==> src/rtl/router_pkg.sv <==
// Shared router definitions: sizing, packet field layout and arbiter state encoding.
// Packets are indexed [0:PL-1] with bit 0 = valid, then X, Y, payload.
package router_pkg;

  localparam int unsigned REN       = 5;
  localparam int unsigned CS        = 2;
  localparam int unsigned PL        = 1 + 2 * CS + 3;
  localparam int unsigned IDW       = $clog2(REN);

  localparam int unsigned VALID_BIT = 0;
  localparam int unsigned X_LSB     = 1;
  localparam int unsigned X_MSB     = CS;
  localparam int unsigned Y_LSB     = CS + 1;
  localparam int unsigned Y_MSB     = 2 * CS;
  localparam int unsigned PAY_LSB   = 2 * CS + 1;
  localparam int unsigned PAY_MSB   = PL - 1;

  typedef logic [0:PL-1] packet_t;

  typedef enum logic {
    IDLE = 1'b0,
    BUSY = 1'b1
  } state_e;

  // Port index following idx, wrapping back to port 0.
  function automatic logic [IDW-1:0] wrap_inc(input logic [IDW-1:0] idx);
    return (idx == IDW'(REN - 1)) ? '0 : idx + IDW'(1);
  endfunction

endpackage

==> src/rtl/router_input_arbiter_rr_select.sv <==
// Combinational round-robin picker: first eligible requester at or after ptr, modulo N.
// Assumes ptr < N.
module rr_select
  import router_pkg::*;
#(
  parameter int unsigned N  = REN,
  parameter int unsigned IW = $clog2(N)
) (
  input  logic [N-1:0]  eligible,
  input  logic [IW-1:0] ptr,
  output logic [N-1:0]  grant_c,
  output logic [IW-1:0] idx_c,
  output logic          any_c
);

  logic [IW-1:0] cand;

  always_comb begin
    grant_c = '0;
    idx_c   = '0;
    any_c   = 1'b0;
    cand    = '0;
    for (int unsigned k = 0; k < N; k++) begin
      cand = IW'((32'(ptr) + k) % N);
      if (!any_c && eligible[cand]) begin
        grant_c[cand] = 1'b1;
        idx_c         = cand;
        any_c         = 1'b1;
      end
    end
  end

endmodule

==> src/rtl/router_input_arbiter.sv <==
// Round-robin arbiter feeding the single routing-algorithm stage from REN input ports.
// Holds the granted packet until out_ready; discards it after TIMEOUT stalled cycles.
module router_input_arbiter
  import router_pkg::*;
#(
  parameter int unsigned TIMEOUT = 15
) (
  input  logic                clk,
  input  logic                rst,
  input  packet_t [0:REN-1]   in_packet,
  input  logic    [REN-1:0]   in_req,
  output logic    [REN-1:0]   in_ack,
  input  logic                out_ready,
  output packet_t             to_algorithm,
  output logic    [IDW-1:0]   grant_id,
  output logic                drop
);

  localparam int unsigned SW = (TIMEOUT > 0) ? $clog2(TIMEOUT + 1) : 1;
  localparam logic [SW-1:0] STALL_LAST = (TIMEOUT > 0) ? SW'(TIMEOUT - 1) : '0;

  state_e          state_q, state_d;
  packet_t         pkt_d;
  logic [IDW-1:0]  gid_d;
  logic [IDW-1:0]  ptr_q, ptr_d;
  logic [SW-1:0]   cnt_q, cnt_d;
  logic            drop_d;
  logic            take;
  logic            timeout_hit;

  logic [REN-1:0]  eligible;
  logic [REN-1:0]  sel_grant;
  logic [IDW-1:0]  sel_idx;
  logic            sel_any;

  // A request is only eligible when the offered packet is marked valid.
  for (genvar g = 0; g < REN; g++) begin : g_elig
    assign eligible[g] = in_req[g] & in_packet[g][VALID_BIT];
  end

  rr_select #(
    .N  (REN),
    .IW (IDW)
  ) u_rr_select (
    .eligible (eligible),
    .ptr      (ptr_q),
    .grant_c  (sel_grant),
    .idx_c    (sel_idx),
    .any_c    (sel_any)
  );

  assign timeout_hit = (TIMEOUT != 0) && (cnt_q == STALL_LAST);
  assign in_ack      = (take && !rst) ? sel_grant : '0;

  // Next-state, holding register and stall counter update.
  always_comb begin
    state_d = state_q;
    pkt_d   = to_algorithm;
    gid_d   = grant_id;
    ptr_d   = ptr_q;
    cnt_d   = cnt_q;
    drop_d  = 1'b0;
    take    = 1'b0;

    case (state_q)
      IDLE: begin
        take = sel_any;
      end
      BUSY: begin
        if (out_ready) begin
          if (sel_any) begin
            take = 1'b1;
          end else begin
            pkt_d   = '0;
            state_d = IDLE;
          end
        end else if (timeout_hit) begin
          // Drop cycle never grants; a new grant can follow next cycle.
          pkt_d   = '0;
          drop_d  = 1'b1;
          state_d = IDLE;
        end else if (cnt_q != '1) begin
          cnt_d = cnt_q + SW'(1);
        end
      end
    endcase

    if (take) begin
      pkt_d   = in_packet[sel_idx];
      gid_d   = sel_idx;
      ptr_d   = wrap_inc(sel_idx);
      cnt_d   = '0;
      state_d = BUSY;
    end
  end

  always_ff @(posedge clk) begin
    if (rst) begin
      state_q      <= IDLE;
      to_algorithm <= '0;
      grant_id     <= '0;
      ptr_q        <= '0;
      cnt_q        <= '0;
      drop         <= 1'b0;
    end else begin
      state_q      <= state_d;
      to_algorithm <= pkt_d;
      grant_id     <= gid_d;
      ptr_q        <= ptr_d;
      cnt_q        <= cnt_d;
      drop         <= drop_d;
    end
  end

endmodule

==> config.mk <==
export PLATFORM = sky130hd
export DESIGN_NAME = router_input_arbiter
export DESIGN_NICKNAME = d
export VERILOG_FILES = /design/src/rtl/router_pkg.sv /design/src/rtl/router_input_arbiter_rr_select.sv /design/src/rtl/router_input_arbiter.sv
export SDC_FILE = /design/constraint.sdc
export NUM_CORES = 1
export LEC_CHECK = 0
export CORE_MARGIN = 2
export CORE_UTILIZATION = 48
export DETAILED_ROUTE_END_ITERATION = 12
export GPL_ROUTABILITY_DRIVEN = 0
export GPL_TIMING_DRIVEN = 0
export PLACE_DENSITY = 0.78
export SYNTH_ARGS = -nofsm -noshare
export SYNTH_HDL_FRONTEND = slang
export SYNTH_HIERARCHICAL = 1
export SYNTH_SLANG_ARGS = --single-unit
==> constraint.sdc <==
create_clock -name clk -period 8.7 [get_ports clk]
set_input_delay 0.87 -clock clk [delete_from_list [all_inputs] [get_ports clk]]
set_output_delay 0.87 -clock clk [all_outputs]
set_load 0.01 [all_outputs]
* Word level (Yosys, flattened, before mapping)
Cells that the tools add are included.
** Word-level totals
- Bits in registers :: 20
- Word-level logic and storage cells :: 119
** Cells by class
- $add $sub $neg :: 6
- Div/mod/pow operators :: 5
- $lt $le $gt $ge :: 11
- Eq/ne operators :: 4
- Muxes and demuxes :: 53
- Bitwise gates (word level) :: 13
- Reduce and logical (&&, ||, !) cells :: 21
** Operators with widths (number)
- modulo 32 x 3 -> 32 bit, second input constant :: 4
- two-way mux 8 bit :: 7
- modulo 3 x 3 -> 32 bit, second input constant :: 1
- two-way mux 5 bit :: 6
- binary-select mux 8 bit (select 3 bit) :: 1
- two-way mux 1 bit :: 22
- < comparator 3 x 4 -> 1 bit, second input constant :: 5
- OR 5 bit :: 4
- two-way mux 3 bit :: 6
- binary-select mux 1 bit (select 3 bit) :: 5
- demux 1 bit (select 3 bit) :: 5
- >= comparator 3 x 1 -> 1 bit, second input constant :: 5
- logical AND 1 bit :: 10
- adder 3 x 2 -> 4 bit, second input constant :: 2
- AND 1 bit :: 5
- logical NOT 1 bit :: 5
- adder 3 x 1 -> 4 bit, second input constant :: 1
- adder 3 x 3 -> 4 bit, second input constant :: 1
- adder 4 x 1 -> 4 bit, second input constant :: 1
- equality test 4 bit, second input constant :: 1
- >= comparator 4 bit, second input constant :: 1
- inequality test 4 bit, second input constant :: 1
- inverter 3 -> 4 bit :: 1
- AND reduction 4 bit :: 1
- 10 further kinds :: 12

* Logic depth before layout (Yosys ltp)
- Word-level depth :: 21
- Gate-level depth with buffers :: 28
- Gate-level depth less buffers :: 23

* Modules after synthesis
Netlist, hierarchy kept.
** Modules (own cells, without submodules)
- rr_select :: times used 1, cells an instance 286, area an instance 2057.0 um2, sequential area each 0.0 um2
- router_input_arbiter :: times used 1, cells an instance 105, area an instance 1154.9 um2, sequential area each 400.4 um2

* Worst setup path after synthesis
OpenSTA, ideal clock, no wires.
- Path kind :: flip-flop to flip-flop
- From :: register ptr_q[0]
- To :: register to_algorithm[1]
- Library setup time :: 122 ps
- Arrival time :: 5892 ps
- Required time :: 8578 ps
- Path slack :: 2687 ps
- Cell stages (with the launch flop) :: 27
- Path buffers :: 5
- Cell sequence :: dfxtp_1 > buf_6 > inv_1 > clkbuf_1 > ha_1 > buf_2 > xnor2_1 > inv_2 > ha_1 > nor2_1 > a211oi_1 > nor2_1 > inv_1 > ha_1 > nor2b_1 > a2111oi_1 > a211oi_2 > mux2i_1 > a2111o_1 > clkbuf_1 > a21oi_1 > a31oi_1 > o21ai_0 > buf_6 > mux4_2 > and4_1 > a221o_1
** Between the ends
- Longest elaborated chain between the ends :: 21
- Elaborated cells between the ends (all ways) :: 49
- Those cells by class :: add/sub (4); div (5); eq/ne (1); mux (27); bitwise (1); reduce/logical (11)
** Ends and longest elaborated chain
- start, declared :: line router_input_arbiter.sv:25 : logic [IDW-1:0] ptr_q, ptr_d;
- start signal, assigned :: line router_input_arbiter.sv:109 : ptr_q <= ptr_d;
- branches (longest 15 deep; another with modulo 32 x 3 -> 32 bit)
- two-way mux 3 bit * :: line router_input_arbiter_rr_select.sv:25 : if (!any_c && eligible[cand]) begin
- net sel_idx[0] :: line router_input_arbiter.sv:33 : logic [IDW-1:0] sel_idx;
- inverter 3 -> 4 bit (implied by the code) * :: line router_input_arbiter.sv:89 : pkt_d = in_packet[sel_idx];
- binary-select mux 8 bit (select 3 bit) * :: line router_input_arbiter.sv:89
- two-way mux 8 bit (implied by the code) * (2 in a row) :: line router_input_arbiter.sv:89
- two-way mux 8 bit * :: line router_input_arbiter.sv:88 : if (take) begin
- end signal, assigned :: line router_input_arbiter.sv:107 : to_algorithm <= pkt_d;
- end, declared :: line router_input_arbiter.sv:14 : output packet_t to_algorithm,
Mark *: on every way through the listed nets, which the timed path passes. The select of a mux whose other input is x is not followed.
A chain may end at the register's enable or synchronous reset.

* Worst setup path in the final report
- From :: register ptr_q[0]
- To :: output port in_ack[0]
** Between the ends
- Longest elaborated chain between the ends :: 21
- Elaborated cells between the ends (all ways) :: 71
- Those cells by class :: add/sub (4); div (5); order compare (10); mux (34); bitwise (4); reduce/logical (14)
** Ends and longest elaborated chain
- branches (longest 15 deep; another with modulo 32 x 3 -> 32 bit)
- two-way mux 1 bit * :: line router_input_arbiter_rr_select.sv:25
- net sel_any :: line router_input_arbiter.sv:34 : logic sel_any;
- two-way mux 1 bit :: line router_input_arbiter.sv:71 : if (sel_any) begin
- two-way mux 1 bit :: line router_input_arbiter.sv:70 : if (out_ready) begin
- case mux 1 bit (2 select lines) * :: line router_input_arbiter.sv:65 : case (state_q)
- logical AND 1 bit * :: line router_input_arbiter.sv:53 : assign in_ack = (take && !rst) ? sel_grant : '0;
- two-way mux 5 bit * :: line router_input_arbiter.sv:53
- end, declared :: line router_input_arbiter.sv:12 : output logic [REN-1:0] in_ack,
Marked as above.

==> impl_results.md <==
* Status: finished, final reports clean
* Max Cap Viol at 0
* Critical path cell sequence: buf_6 > inv_1 > clkbuf_1 > ha_1 > buf_2 > xnor2_1 > inv_2 > ha_1 > nor2_1 > a211oi_1 > nor2_1 > inv_1 > ha_1 > nor2b_1 > a2111oi_1 > a211oi_2 > mux2i_1 > a2111o_1 > clkbuf_1 > nand3b_1 > nor2b_1 > clkbuf_1 > and3_1 > clkdlybuf4s50_1
* Mapped Nets at ~470
* Number of enable flip-flop cells after synthesis at 0
* Post-placement cell area at approximately 3900 µm²
* Number of port buffers at 64
* Yosys cell types at 81
* Worst min path class: reg -> reg
* Ant. Diodes at 0
* Initial antenna violation count at 0
* Worst path bufs/invs at 9
* CTS HTree Levels at 1
* # hold bufs at CTS at 0
* Placed Cells at 532
* Max Fclk at around 0.13 GHz
* Area Growth Syn to Fin at 25.2%
* Core area at 6420 µm²
* Total Nets Final at approximately 540
* Post-Place Setup Slack at 1160 ps
* Tmin final at 7940 ps
* Top cells by count, synth: 32 x nor2_1, 26 x ha_1, 22 x nand2_1
* Period utilization at between 90% and 100%
* First-pass GRT wire length at roughly 16000 µm
* Crit-path slowest cell: dfxtp_1
* CTS Buffer Depth at 2
* RSZ-0062 raised after global routing: no
* Pwr Density at 402 nW/µm²
* WP data required at 7830 ps
* Overall routing resource usage at 26.2%
* Crit path launch: ptr_q[0]
* Crit path DAT at 7070 ps
* Max incr delay on CP at 560 ps
* Register Area at between 400 and 500 µm²
* FFs w/ async S/R, synth at 0%
* WL/cell at approximately 18 µm
* Final Hold Viols at 0
* Row Count at 29
* Die X at about 86 µm
* FF-to-FF setup slack at approximately 1300 ps
* Dpl hpwl at 7740 µm
* Synth Flop Type: dfxtp_1
* Setup TNS at 0 ps
* VDD IR max at roughly 0.21 mV
* Leading area contributor after synthesis: dfxtp_1
* Clock Tree Root: clkbuf_8
* Mean Syn Cell Area at between 8 and 9 µm²
* Slew @ Worst Pin at around 790 ps
* Synth top area cells: dfxtp_1 12%, ha_1 10%, mux4_2 4.9%
* Reg2Reg Depth at 26
* CP max FO at 13
* Post-layout instance area at a little over 4000 µm²
* Avg Vias per Cell at 6.34
* Initial Utilization at about half
* Largest net degree at the start of global routing at 14
* Final core occ at 62.6%
* Gate Count Post-Synth at 391
* CTS buffer count at 3
* # DRC at 0
* Number of global-route vias before repair at 3208
* Cell with the most instances after synthesis: nor2_1
* Hold_ws at slightly below 500 ps
* # Post-CTS Setup Buffers at 0
* Sequential area share after synthesis at roughly 12%
* Finished Layout Cells at 536
* Post-cts gate resize count at 0
* WP depth at 24
* Clock sink total at 20
* Kind of critical path: reg -> out
* Final ANT Viol Nets at 0
* Die footprint at 7360 µm²
* Max-slew headroom at 46.6%
* Vias at 3400
* Worst Setup EP: in_ack[0]
* Mapped Area at 3210 µm²
* Syn. warnings at 6
* Final Power at 1.62 mW
* I/O Pins at 65
* Initial drt markers at 200
* CTS tree: built
* Clock transition at path regs at 80 ps
* RR Endpoint: to_algorithm[2]
* Top cell type's share of synthesized area at 12.5%
* LEAKAGE at 1.57 nW
* Layout cells sized above 1 at between 10% and 20%
* Total grt overflow at 0
* Worst reg2reg path startpoint: ptr_q[0]
* Final Slew Violations at 0
* Worst Clk Skew at 6.91 ps
* Die Height at 85.8 µm
* Multi-input logic area at around 2600 µm²
* Fillers at 576
* Startpoint Class: flip-flop
* Synth Register Bits at 20
* Drt first pass iters at 5
* Number of endpoints failing setup at the final stage at 0
* Final setup margin at 760 ps
* Cell family with the largest share of critical-path delay: buffers and inverters
* Critical path capture point type: output pin
* Worst-Skew Late Latency at 260 ps
* Detailed-route wire length at 9580 µm
## worst register-to-register path, delay by kind of cell, from the launching register on
kind                       cells  cell delay, ps
AOI/OAI and AO/OA              8            2410
buffers and inverters          8            1610
and+or+nand+nor                4             850
adders and majority gates      3             780
muxes                          2             680
DFF                            1             560
xor gates and xnor gates       1             380
## final cells by class
| class | instances | area share (%) |
|---|---|---|
| flip-flops and latches | 20 | 9.96 |
| multi-input cells | 324 | 64.3 |
| clock inverters | 1 | 0.747 |
| plain buffers | 26 | 3.67 |
| well taps | 77 | 2.40 |
| inverters | 21 | 1.96 |
| repair buffers | 64 | 15.9 |
| clock buffers | 3 | 1.03 |
## layer usage
metal / vias to the layer above / global-route usage, % / share of wire [%]
li1: 1636 / - / -
met1: 1650 / 38.4 / 45
met2: 102 / 41.5 / 48
met3: 12 / 3.27 / 6.0
met4: 0 / 5.19 / 0.86
met5: - / 0 / 0
## cells by family after synthesis
group           count (synthesis)  synth area share (%)
fa+ha+maj                      27                  10.8
simple gates                  144                  25.1
xor+xnor                        7                  2.73
compound gates                124                  30.4
flops                          20                  12.5
buf+inv                        47                  7.05
mux                            22                  11.5
## placed cells by master (no fill, tap or decap), types with 8 or more instances in the layout
master | netlist | layout
clkdlybuf4s50_1 | 0 | 64
a21oi_1 | 17 | 17
nand2_1 | 22 | 22
a221o_1 | 8 | 8
ha_1 | 26 | 26
or3_1 | 9 | 9
clkbuf_1 | 13 | 13
nor2b_1 | 8 | 8
nor2_1 | 32 | 32
inv_1 | 19 | 19
and4_1 | 9 | 9
nor3_1 | 14 | 14
dfxtp_1 | 20 | 20
mux2i_1 | 9 | 9
o21ai_0 | 14 | 14
and2_1 | 8 | 8
## registers in the layout (all words and copies together), names as in the netlist
register,flops
cnt_q,4
drop,1
state_q,1
to_algorithm,8
ptr_q,3
grant_id,3
## where the power goes
part,total [mW],switching [mW],internal [mW]
Sequential,0.142,0.0222,0.120
Clock,0.0933,0.0319,0.0615
Combinational,1.38,0.760,0.622
## worst min path at each step
stage,to,cells past startpoint,start,slack (ps)
after floorplan,cnt_q[2],2,cnt_q[2],480
after global placement,grant_id[1],1,grant_id[1],460
after CTS,to_algorithm[4],1,to_algorithm[4],500
final,to_algorithm[3],1,to_algorithm[3],490
after global routing,to_algorithm[4],1,to_algorithm[4],510
after detailed placement,to_algorithm[4],1,to_algorithm[4],470
No activity file was read; power rests on OpenSTA's default activity.
